<file path="config.mk">
export PLATFORM = sky130hd
export DESIGN_NAME = systolic_seq_ctrl
export DESIGN_NICKNAME = d
export VERILOG_FILES = /design/src/rtl/systolic_pkg.sv /design/src/rtl/systolic_skew_lane.sv /design/src/rtl/systolic_seq_ctrl.sv
export SDC_FILE = /design/constraint.sdc
export NUM_CORES = 1
export LEC_CHECK = 0
export ABC_AREA = 1
export ABC_CLOCK_PERIOD_IN_PS = 3200
export BUFFER_PORTS_ARGS = -buffer_cell sky130_fd_sc_hd__buf_2
export CAP_MARGIN = 10
export CORE_ASPECT_RATIO = 2
export CORE_MARGIN = 5
export CORE_UTILIZATION = 51
export CTS_CLUSTER_DIAMETER = 80
export DETAILED_ROUTE_END_ITERATION = 10
export PLACE_DENSITY = 0.79
export SYNTH_ARGS = -nofsm -noshare
export SYNTH_HDL_FRONTEND = slang
export SYNTH_HIERARCHICAL = 1
export SYNTH_SLANG_ARGS = --single-unit
</file>
<file path="constraint.sdc">
create_clock -name clk -period 3.2 [get_ports clk]
set_input_delay 0.64 -clock clk [delete_from_list [all_inputs] [get_ports clk]]
set_output_delay 0.64 -clock clk [all_outputs]
set_load 0.005 [all_outputs]
</file>
<file path="src/rtl/systolic_pkg.sv">
// Shared types and constants for the systolic array sequencer.
//   seq_state_e : sequencer FSM states
//   LANE_W      : operand lane width (signed int8)
//   ACC_W       : per-PE accumulator width
//   feed_len()  : number of FEED cycles for a job of depth k
package systolic_pkg;

    typedef enum logic [2:0] {
        IDLE,
        CLEAR,
        FEED,
        SETTLE,
        DRAIN,
        DONE
    } seq_state_e;

    localparam int unsigned LANE_W = 8;
    localparam int unsigned ACC_W  = 27;

    // Operands need k cycles plus the hop to the farthest PE.
    function automatic int unsigned feed_len(input int unsigned k,
                                             input int unsigned rows,
                                             input int unsigned cols);
        return k + rows + cols - 1;
    endfunction

endpackage

</file>
<file path="src/rtl/systolic_skew_lane.sv">
// Skews one edge of the array: lane n is delayed by n cycles through a
// triangular register chain, then zero-masked outside its data window.
//   clk, reset   : clock, asynchronous active-high reset
//   shift_en_i   : advance the delay chains (FEED only)
//   active_i     : lanes may carry data (FEED only); otherwise all lanes 0
//   f_i          : FEED cycle counter
//   k_len_i      : job depth
//   data_i       : buffer output, N packed int8 lanes
//   lane_o       : skewed, masked edge lanes
module systolic_skew_lane
    import systolic_pkg::*;
#(
    parameter int unsigned N     = 4,
    parameter int unsigned K_W   = 10,
    parameter int unsigned CNT_W = 11
) (
    input  logic                  clk,
    input  logic                  reset,
    input  logic                  shift_en_i,
    input  logic                  active_i,
    input  logic [CNT_W-1:0]      f_i,
    input  logic [K_W-1:0]        k_len_i,
    input  logic [N*LANE_W-1:0]   data_i,
    output logic [N*LANE_W-1:0]   lane_o
);

    for (genvar g = 0; g < N; g++) begin : g_lane
        localparam int unsigned DEPTH = g;
        logic [LANE_W-1:0] tap;
        logic              win;

        if (DEPTH == 0) begin : g_direct
            always_comb tap = data_i[0 +: LANE_W];
        end else begin : g_dly
            logic [LANE_W-1:0] dly_q [DEPTH];

            always_ff @(posedge clk or posedge reset) begin
                if (reset) begin
                    for (int unsigned k = 0; k < DEPTH; k++) dly_q[k] <= '0;
                end else if (shift_en_i) begin
                    dly_q[0] <= data_i[DEPTH*LANE_W +: LANE_W];
                    for (int unsigned k = 1; k < DEPTH; k++) dly_q[k] <= dly_q[k-1];
                end
            end

            always_comb tap = dly_q[DEPTH-1];
        end

        // Column index at this lane is f-1-g; valid while 0 <= f-1-g < k_len.
        always_comb begin
            win = active_i
                  && (32'(f_i) >= DEPTH + 1)
                  && (32'(f_i) <  32'(k_len_i) + DEPTH + 1);
            lane_o[DEPTH*LANE_W +: LANE_W] = win ? tap : '0;
        end
    end

endmodule

</file>
<file path="src/rtl/systolic_seq_ctrl.sv">
// Sequencer for a ROWS x COLS output-stationary int8 MAC array.
// Runs a job: clear accumulators, feed skewed operand columns from the A/B
// buffers, settle, drain each row over valid/ready, then pulse done.
//   clk, reset          : clock, asynchronous active-high reset
//   start, k_len        : job request and depth (sampled in IDLE only)
//   busy, done          : job activity and one-cycle completion pulse
//   rd_en, rd_addr      : A/B buffer read port (1-cycle read latency)
//   a_in, b_in          : buffer data, packed int8 lanes
//   a_lane, b_lane      : skewed, masked array edge lanes
//   pe_en, array_clr    : array accumulate enable and accumulator clear
//   row_sel, out_valid,
//   out_ready           : row drain handshake
// Build option SEQ_PERF_CNT_EN adds perf_cycles / perf_stalls counters.
module systolic_seq_ctrl
    import systolic_pkg::*;
#(
    parameter int unsigned ROWS  = 4,
    parameter int unsigned COLS  = 4,
    parameter int unsigned K_W   = 10,
    parameter int unsigned ACC_W = 27
) (
    input  logic                      clk,
    input  logic                      reset,
    input  logic                      start,
    input  logic [K_W-1:0]            k_len,
    output logic                      busy,
    output logic                      done,
    output logic                      rd_en,
    output logic [K_W-1:0]            rd_addr,
    input  logic [ROWS*LANE_W-1:0]    a_in,
    input  logic [COLS*LANE_W-1:0]    b_in,
    output logic [ROWS*LANE_W-1:0]    a_lane,
    output logic [COLS*LANE_W-1:0]    b_lane,
    output logic                      pe_en,
    output logic                      array_clr,
    output logic [$clog2(ROWS)-1:0]   row_sel,
    output logic                      out_valid,
    input  logic                      out_ready
`ifdef SEQ_PERF_CNT_EN
    ,
    output logic [31:0]               perf_cycles,
    output logic [31:0]               perf_stalls
`endif
);

    // Wide enough for the longest feed: 2**K_W-1 + ROWS + COLS - 1 cycles.
    localparam int unsigned CNT_W = $clog2((1 << K_W) + ROWS + COLS - 1);
    localparam int unsigned ROW_W = $clog2(ROWS);

    if (ACC_W != systolic_pkg::ACC_W) begin : g_acc_w_check
        $error("ACC_W must match the array accumulator width");
    end

    seq_state_e       state_q, state_d;
    logic [K_W-1:0]   k_q, k_d;
    logic [CNT_W-1:0] f_q, f_d;
    logic [ROW_W-1:0] row_q, row_d;
    logic             feeding;

    always_ff @(posedge clk or posedge reset) begin
        if (reset) begin
            state_q <= IDLE;
            k_q     <= '0;
            f_q     <= '0;
            row_q   <= '0;
        end else begin
            state_q <= state_d;
            k_q     <= k_d;
            f_q     <= f_d;
            row_q   <= row_d;
        end
    end

    always_comb begin
        state_d   = state_q;
        k_d       = k_q;
        f_d       = f_q;
        row_d     = row_q;
        busy      = (state_q != IDLE);
        done      = 1'b0;
        rd_en     = 1'b0;
        rd_addr   = '0;
        pe_en     = 1'b0;
        array_clr = 1'b0;
        row_sel   = '0;
        out_valid = 1'b0;
        feeding   = 1'b0;

        unique case (state_q)
            IDLE: begin
                if (start) begin
                    k_d     = k_len;
                    state_d = CLEAR;
                end
            end
            CLEAR: begin
                array_clr = 1'b1;
                f_d       = '0;
                row_d     = '0;
                state_d   = (k_q == '0) ? SETTLE : FEED;
            end
            FEED: begin
                feeding = 1'b1;
                rd_en   = (32'(f_q) < 32'(k_q));
                rd_addr = rd_en ? f_q[K_W-1:0] : '0;
                pe_en   = (f_q != '0);
                if (32'(f_q) == feed_len(32'(k_q), ROWS, COLS) - 1) begin
                    state_d = SETTLE;
                end else begin
                    f_d = f_q + CNT_W'(1);
                end
            end
            SETTLE: begin
                row_d   = '0;
                state_d = DRAIN;
            end
            DRAIN: begin
                out_valid = 1'b1;
                row_sel   = row_q;
                if (out_ready) begin
                    if (row_q == ROW_W'(ROWS - 1)) state_d = DONE;
                    else                           row_d   = row_q + ROW_W'(1);
                end
            end
            DONE: begin
                done    = 1'b1;
                state_d = IDLE;
            end
            default: state_d = IDLE;
        endcase
    end

    systolic_skew_lane #(.N(ROWS), .K_W(K_W), .CNT_W(CNT_W)) u_skew_a (
        .clk        (clk),
        .reset      (reset),
        .shift_en_i (feeding),
        .active_i   (feeding),
        .f_i        (f_q),
        .k_len_i    (k_q),
        .data_i     (a_in),
        .lane_o     (a_lane)
    );

    systolic_skew_lane #(.N(COLS), .K_W(K_W), .CNT_W(CNT_W)) u_skew_b (
        .clk        (clk),
        .reset      (reset),
        .shift_en_i (feeding),
        .active_i   (feeding),
        .f_i        (f_q),
        .k_len_i    (k_q),
        .data_i     (b_in),
        .lane_o     (b_lane)
    );

`ifdef SEQ_PERF_CNT_EN
    logic [31:0] perf_cycles_q;
    logic [31:0] perf_stalls_q;

    // Cleared when a job is accepted; idle cycles do not count, so the
    // values of the last job hold after DONE.
    always_ff @(posedge clk or posedge reset) begin
        if (reset) begin
            perf_cycles_q <= '0;
            perf_stalls_q <= '0;
        end else if (state_q == IDLE && start) begin
            perf_cycles_q <= '0;
            perf_stalls_q <= '0;
        end else begin
            if (state_q != IDLE && perf_cycles_q != '1)
                perf_cycles_q <= perf_cycles_q + 32'd1;
            if (state_q == DRAIN && !out_ready && perf_stalls_q != '1)
                perf_stalls_q <= perf_stalls_q + 32'd1;
        end
    end

    always_comb begin
        perf_cycles = perf_cycles_q;
        perf_stalls = perf_stalls_q;
    end
`endif

endmodule

</file>
# == Word-level counts from Yosys, hierarchy flattened ==
# Cells that the tools add are included.
# word_totals
out_inout_bits,82
wordCells,97
in_bits,78
regBits,122
# op_classes
addsub,12
magnitude_cmp,9
n_eq_ne,13
n_reduce_logical,19
muxes,28
# op_table
op,n
$lt 11x32->1,4
$add 32x1->32 const B,3
$mux 8,8
$eq 11x32->1,1
$add 10x2->11 const B,2
$ge 11x2->1 const B,2
$pmux 11 s2,1
$mux 10,2
$pmux 3 s5,1
$sub 13x2->14 const B,1
$sub 12x1->13 const B,1
$add 11x3->12 const B,1
$mux 3,4
$ne 2x2->1 const B,6
$add 10x1->11 const B,1
$add 10x3->11 const B,1
$add 11x1->11 const B,1
$ge 11x1->1 const B,1
$ge 11x3->1 const B,1
$lt 11x10->1,1
$mux 11,1
$reduce_bool 11->1,1
$logic_not 10->1,1
$logic_and 1x1->1,8
15 further kinds,27

# == Logic depth before layout (Yosys ltp) ==
# logic_depth
depth_word,7
mapped_depth,20
depth_no_buf,20

# == By module ==
# Netlist, hierarchy kept.
# modules_own_cells
mod,n_inst,cells_each,area_each_um2,seq_area_each_um2
systolic_skew_lane (u_skew_a),1,492,3678.5,1201.2
systolic_skew_lane (u_skew_b),1,494,3652.3,1201.2
systolic_seq_ctrl,1,366,2417.3,650.6

# == Least setup slack after synthesis ==
# OpenSTA, ideal clock, no wires.
# synth_path
path_kind,flip-flop to output port
startpoint,reg k_q[0]
endpoint,out b_lane[10]
required_time_ns,2.560
stages_incl_launch_ff,17
t_arrival_ns,2.796
n_path_buf,1
slack_ns,-0.236
path_cell_list,dfrtp_1 -> buf_4 -> inv_2 -> ha_1 -> inv_1 -> nor2_1 -> nand3_1 -> nor2_1 -> nand3_2 -> nor2_2 -> xor2_1 -> ha_1 -> a21oi_1 -> o21ai_0 -> a21oi_1 -> nand3_2 -> nor2_1
# synth_between
elab_chain_cells,5
# synth_lines
element,line,text
from (decl),systolic_seq_ctrl.sv:55,"logic [K_W-1:0] k_q, k_d;"
from (signal assigned),systolic_seq_ctrl.sv:68,k_q <= k_d;
$add 10x1->11,systolic_skew_lane.sv:53,&& (32'(f_i) < 32'(k_len_i) + DEPTH + 1);
$add 32x1->32,systolic_skew_lane.sv:53,
$lt 11x32->1,systolic_skew_lane.sv:53,
$logic_and 1x1->1,systolic_skew_lane.sv:53,
$mux 8,systolic_skew_lane.sv:54,lane_o[DEPTH*LANE_W +: LANE_W] = win ? tap : '0;
to (decl),systolic_seq_ctrl.sv:33,"output logic [COLS*LANE_W-1:0] b_lane,"
# No other way between the ends.

# == Final worst setup path ==
# layout_path
startpoint,reg k_q[2]
endpoint,out a_lane[22]
# layout_between
elab_chain_cells,5
# layout_lines
element,line,text
$add 10x2->11,systolic_skew_lane.sv:53,
$add 32x1->32,systolic_skew_lane.sv:53,
$lt 11x32->1,systolic_skew_lane.sv:53,
$logic_and 1x1->1,systolic_skew_lane.sv:53,
$mux 8,systolic_skew_lane.sv:54,
to (decl),systolic_seq_ctrl.sv:32,"output logic [ROWS*LANE_W-1:0] a_lane,"
# No other way between the ends.

==> impl_metrics.py <==
metrics = {
    "timing": {
        "worst_slack_ns": -0.535,
        "drv_slew": 0,
        "worst_pin_slew_ns": 0.966,
        "rsz0062_at_grt": "true",
        "whs_ns": 0.334,
        "fin_crit_ns": 3.74,
        "relSlewSlack_pct": 35.6,
        "hold_viol_final": 0,
        "period_share_pct": 117,
        "max_freq_ghz": 0.268,
        "final-setup-viol-count": 64,
        "fin_setup_tns_ns": -22.38,
        "clock_skew_ns": 0.00841,
    },
    "logic_synthesis": {
        "synth_mux_area_share_pct": 1.85,
        "syn_inst": 1352,
        "yosysWarningCount": 6,
        "ys_ff_latch": 122,
        "synth_area_um2": 9750,
        "post_synth_xor_area_fraction_pct": 3.95,
        "synth-simple-area-share_pct": 30.1,
        "ys_seq_area_share_pct": 31.3,
        "synth_cell_types": 40,
        "synth-compound-area-share_pct": 9.83,
        "synthAdderAreaFrac_pct": 13.7,
        "synthesis.nets": 1537,
        "synth.avg_cell_area_um2": 7.21,
        "synth_top_family_by_area": "simple AND/OR/NAND/NOR gates",
    },
    "floorplanning": {
        "die_w_um": 108,
        "dieHeight_um": 206,
        "initial_core_util_pct": 51.8,
        "core_um2": 18800,
        "die-area_um2": 22100,
        "ios": 160,
        "rows": 71,
    },
    "placement": {
        "dp_hpwl_mm": 22.5,
        "portBuffers": 159,
        "placedCellCount": 1826,
        "pre_cts_slack_ns": -0.210,
        "placed_cell_area_um2": 11500,
        "gp_congestion": 0.947,
    },
    "finish": {
        "postLayoutCoreUtil_pct": 69.1,
        "final_nets": 1791,
        "diodes": 0,
        "drive_gt1_share_pct": 33.7,
        "stdcell_count": 1874,
        "nFillCells": 1512,
        "design_area_um2": 13000,
        "syn_to_final_growth_pct": 33.5,
    },
    "global_route": {
        "grt_remaining_overflow": 0,
        "grt_pass1_vias": 10208,
        "antenna_found_initial": 0,
        "grt.total_usage_pct": 27.5,
        "grt_max_degree": 97,
        "grt_first_pass_wirelength_mm": 48.0,
    },
    "worst_setup_path": {
        "critPathLaunch": "k_q[2]",
        "critical_path_class": "reg2out",
        "slowest_stage": "dfrtp_2",
        "r2r_setup_slack_ns": 0.20,
        "r2r_start": "k_q[0]",
        "crit_path_start_kind": "register",
        "arrival_ns": 3.10,
        "max_stage_delay_ns": 0.50,
        "cp-endpoint": "a_lane[22]",
        "crit_chain": "buf_4 -> buf_6 -> ha_4 -> a21o_4 -> nand3_4 -> nor2_4 -> xor2_1 -> ha_1 -> a21oi_2 -> o21ai_2 -> a21oi_2 -> nand3_2 -> buf_12 -> nor2_4 -> buf_2",
        "cp.required_ns": 2.56,
        "r2r_cells": 21,
        "critPathMaxFanout": 8,
        "reg2reg_to": "f_q[4]",
        "end_kind": "output pin",
    },
    "pwr": {
        "power_density_nw_per_um2": 970,
        "ir_worst_vdd_mv": 0.763,
        "total_leakage_power_nw": 6.83,
        "power.total_mw": 12.6,
    },
    "cts": {
        "cts_sinks": 122,
        "root_buffer": "clkbuf_16",
        "cts_htree_levels": 4,
        "clk_latency_ns": 0.42,
        "cts_tree": "yes",
        "cts_buffers": 17,
        "cts_max_path_buffers": 2,
        "clkSlewWorstSetupHoldPaths_ns": 0.06,
    },
    "detailed_routing": {
        "firstDrtPassIters": 8,
        "via_per_inst": 5.37,
        "drt-initial-drc-count": 631,
        "wl_mm": 30.8,
        "wire_per_inst_um": 16.4,
        "drc": 0,
        "vias": 10058,
        "ant_nets": 0,
    },
    "worst_hold_path": {
        "hold_class": "in2async",
    },
    "outcome": {
        "status": "finished, violations left",
        "violations": "negative setup slack",
    },
    "flow_run": {
        "drv_cap": 0,
    },
}
cell type report:
cell class              instances  area (um^2)  area share (%)
clock buffers                  18          439            3.37
clock inverters                14          171            1.32
inverters                     195          739            5.68
multi-input cells            1001         6550            50.3
flip-flops and latches        122         3060            23.5
well taps                     255          319            2.45
repair buffers                269         1740            13.4
power by group:
group / total [mW] / switching (mW) / internal, mW
Clock: 1.98 / 0.733 / 1.25
Sequential: 2.71 / 0.443 / 2.27
Combinational: 7.94 / 4.82 / 3.12
layout by cell type (no fill, tap or decap), types with 6 or more instances in the layout:
cell type,instances
o21bai_1,8
nand2_1,263
nand4_1,14
mux2_2,16
ha_4,17
nor2_4,29
nand3_4,7
nand3_1,62
nor3_1,14
nor2_1,138
inv_1,169
buf_6,11
nor2_2,39
xnor2_1,6
dfrtp_1,114
dfrtp_2,8
clkbuf_16,17
buf_2,159
a21oi_1,62
buf_4,93
xor2_1,35
ha_1,88
inv_2,22
o21ai_1,10
nand3_2,18
buf_12,6
o21ai_0,76
a21oi_2,17
nand2_4,12
nand2_2,41
synthesized netlist by cell type:
cell type,number,area (um^2)
a211oi_1,2,15.0
a21o_1,2,15.0
a21o_2,1,8.76
a21oi_1,79,395
a41oi_1,1,8.76
and3_1,2,12.5
buf_1,6,22.5
buf_2,9,45.0
buf_4,3,22.5
buf_6,1,11.3
buf_8,1,15.0
clkbuf_1,14,52.6
clkinv_1,1,3.75
dfrtp_1,122,3050
ha_1,107,1340
inv_1,180,676
inv_2,14,52.6
mux2_2,16,180
nand2_1,284,1070
nand2_2,23,144
nand2_4,9,101
nand3_1,74,370
nand3_2,11,110
nand3_4,2,35.0
nand3b_1,3,22.5
nand4_1,14,87.6
nor2_1,189,709
nor2_2,10,62.6
nor2_4,7,78.8
nor3_1,17,85.1
nor3_2,2,20.0
nor3b_1,1,7.51
nor4_1,2,12.5
o21a_1,2,15.0
o21ai_0,83,415
o21ai_1,5,25.0
o21bai_1,8,60.1
or2_2,1,6.26
xnor2_1,6,52.6
xor2_1,38,333
sequential cells by signal (all words and copies together) (netlist names):
register,cells
u_skew_a/g_lane.tap,16
state_q,3
u_skew_a/g_lane.g_dly.dly_q,32
u_skew_b/g_lane.g_dly.dly_q,32
u_skew_b/g_lane.tap,16
k_q,10
f_q,11
row_q,2
worst min-delay path by stage:
| stage | end | slack (ns) | depth (start not counted) |
|---|---|---|---|
| floorplan | u_skew_a/g_lane[2].tap[6] | 0.45 | 2 |
| detailed placement | u_skew_a/g_lane[2].tap[2] | 0.47 | 2 |
| global placement | u_skew_b/g_lane[2].tap[6] | 0.46 | 2 |
| global route | state_q[0] | 0.38 | 3 |
| CTS | row_q[0] | 0.33 | 3 |
| finish | row_q[0] | 0.33 | 3 |
cell families (layout without fill, tap and decap cells):
| kind of cell | after synthesis | count (layout) |
|---|---|---|
| AO/OA/AOI/OAI | 183 | 183 |
| XOR/XNOR | 44 | 44 |
| adder cells (fa/ha/maj) | 107 | 107 |
| buffers and inverters | 229 | 496 |
| flip-flops | 122 | 122 |
| multiplexers | 16 | 16 |
| AND/OR/NAND/NOR | 651 | 651 |
repair_timing:
action	CTS	global route
pin swaps	49	54
buffers inserted	8	8
hold buffers	0	0
resized for setup	109	91
endpoints found under the setup margin	64	75
worst max-delay path: cells and delay by family, from the launching register on:
| kind | cells | cell delay (ns) |
|---|---|---|
| xor+xnor | 1 | 0.13 |
| buf+inv | 4 | 0.58 |
| compound gates | 4 | 0.65 |
| flops | 1 | 0.50 |
| fa+ha+maj | 2 | 0.47 |
| simple gates | 4 | 0.33 |
layer usage:
metal / up-vias / GRT usage, % / routed length [um]
met4: 0 / 18.5 / 2180
met1: 4661 / 25.0 / 10200
li1: 4823 / - / -
met2: 407 / 52.8 / 16800
met3: 167 / 5.59 / 1630
met5: - / 0 / 0
No activity file was read; power rests on OpenSTA's default activity.
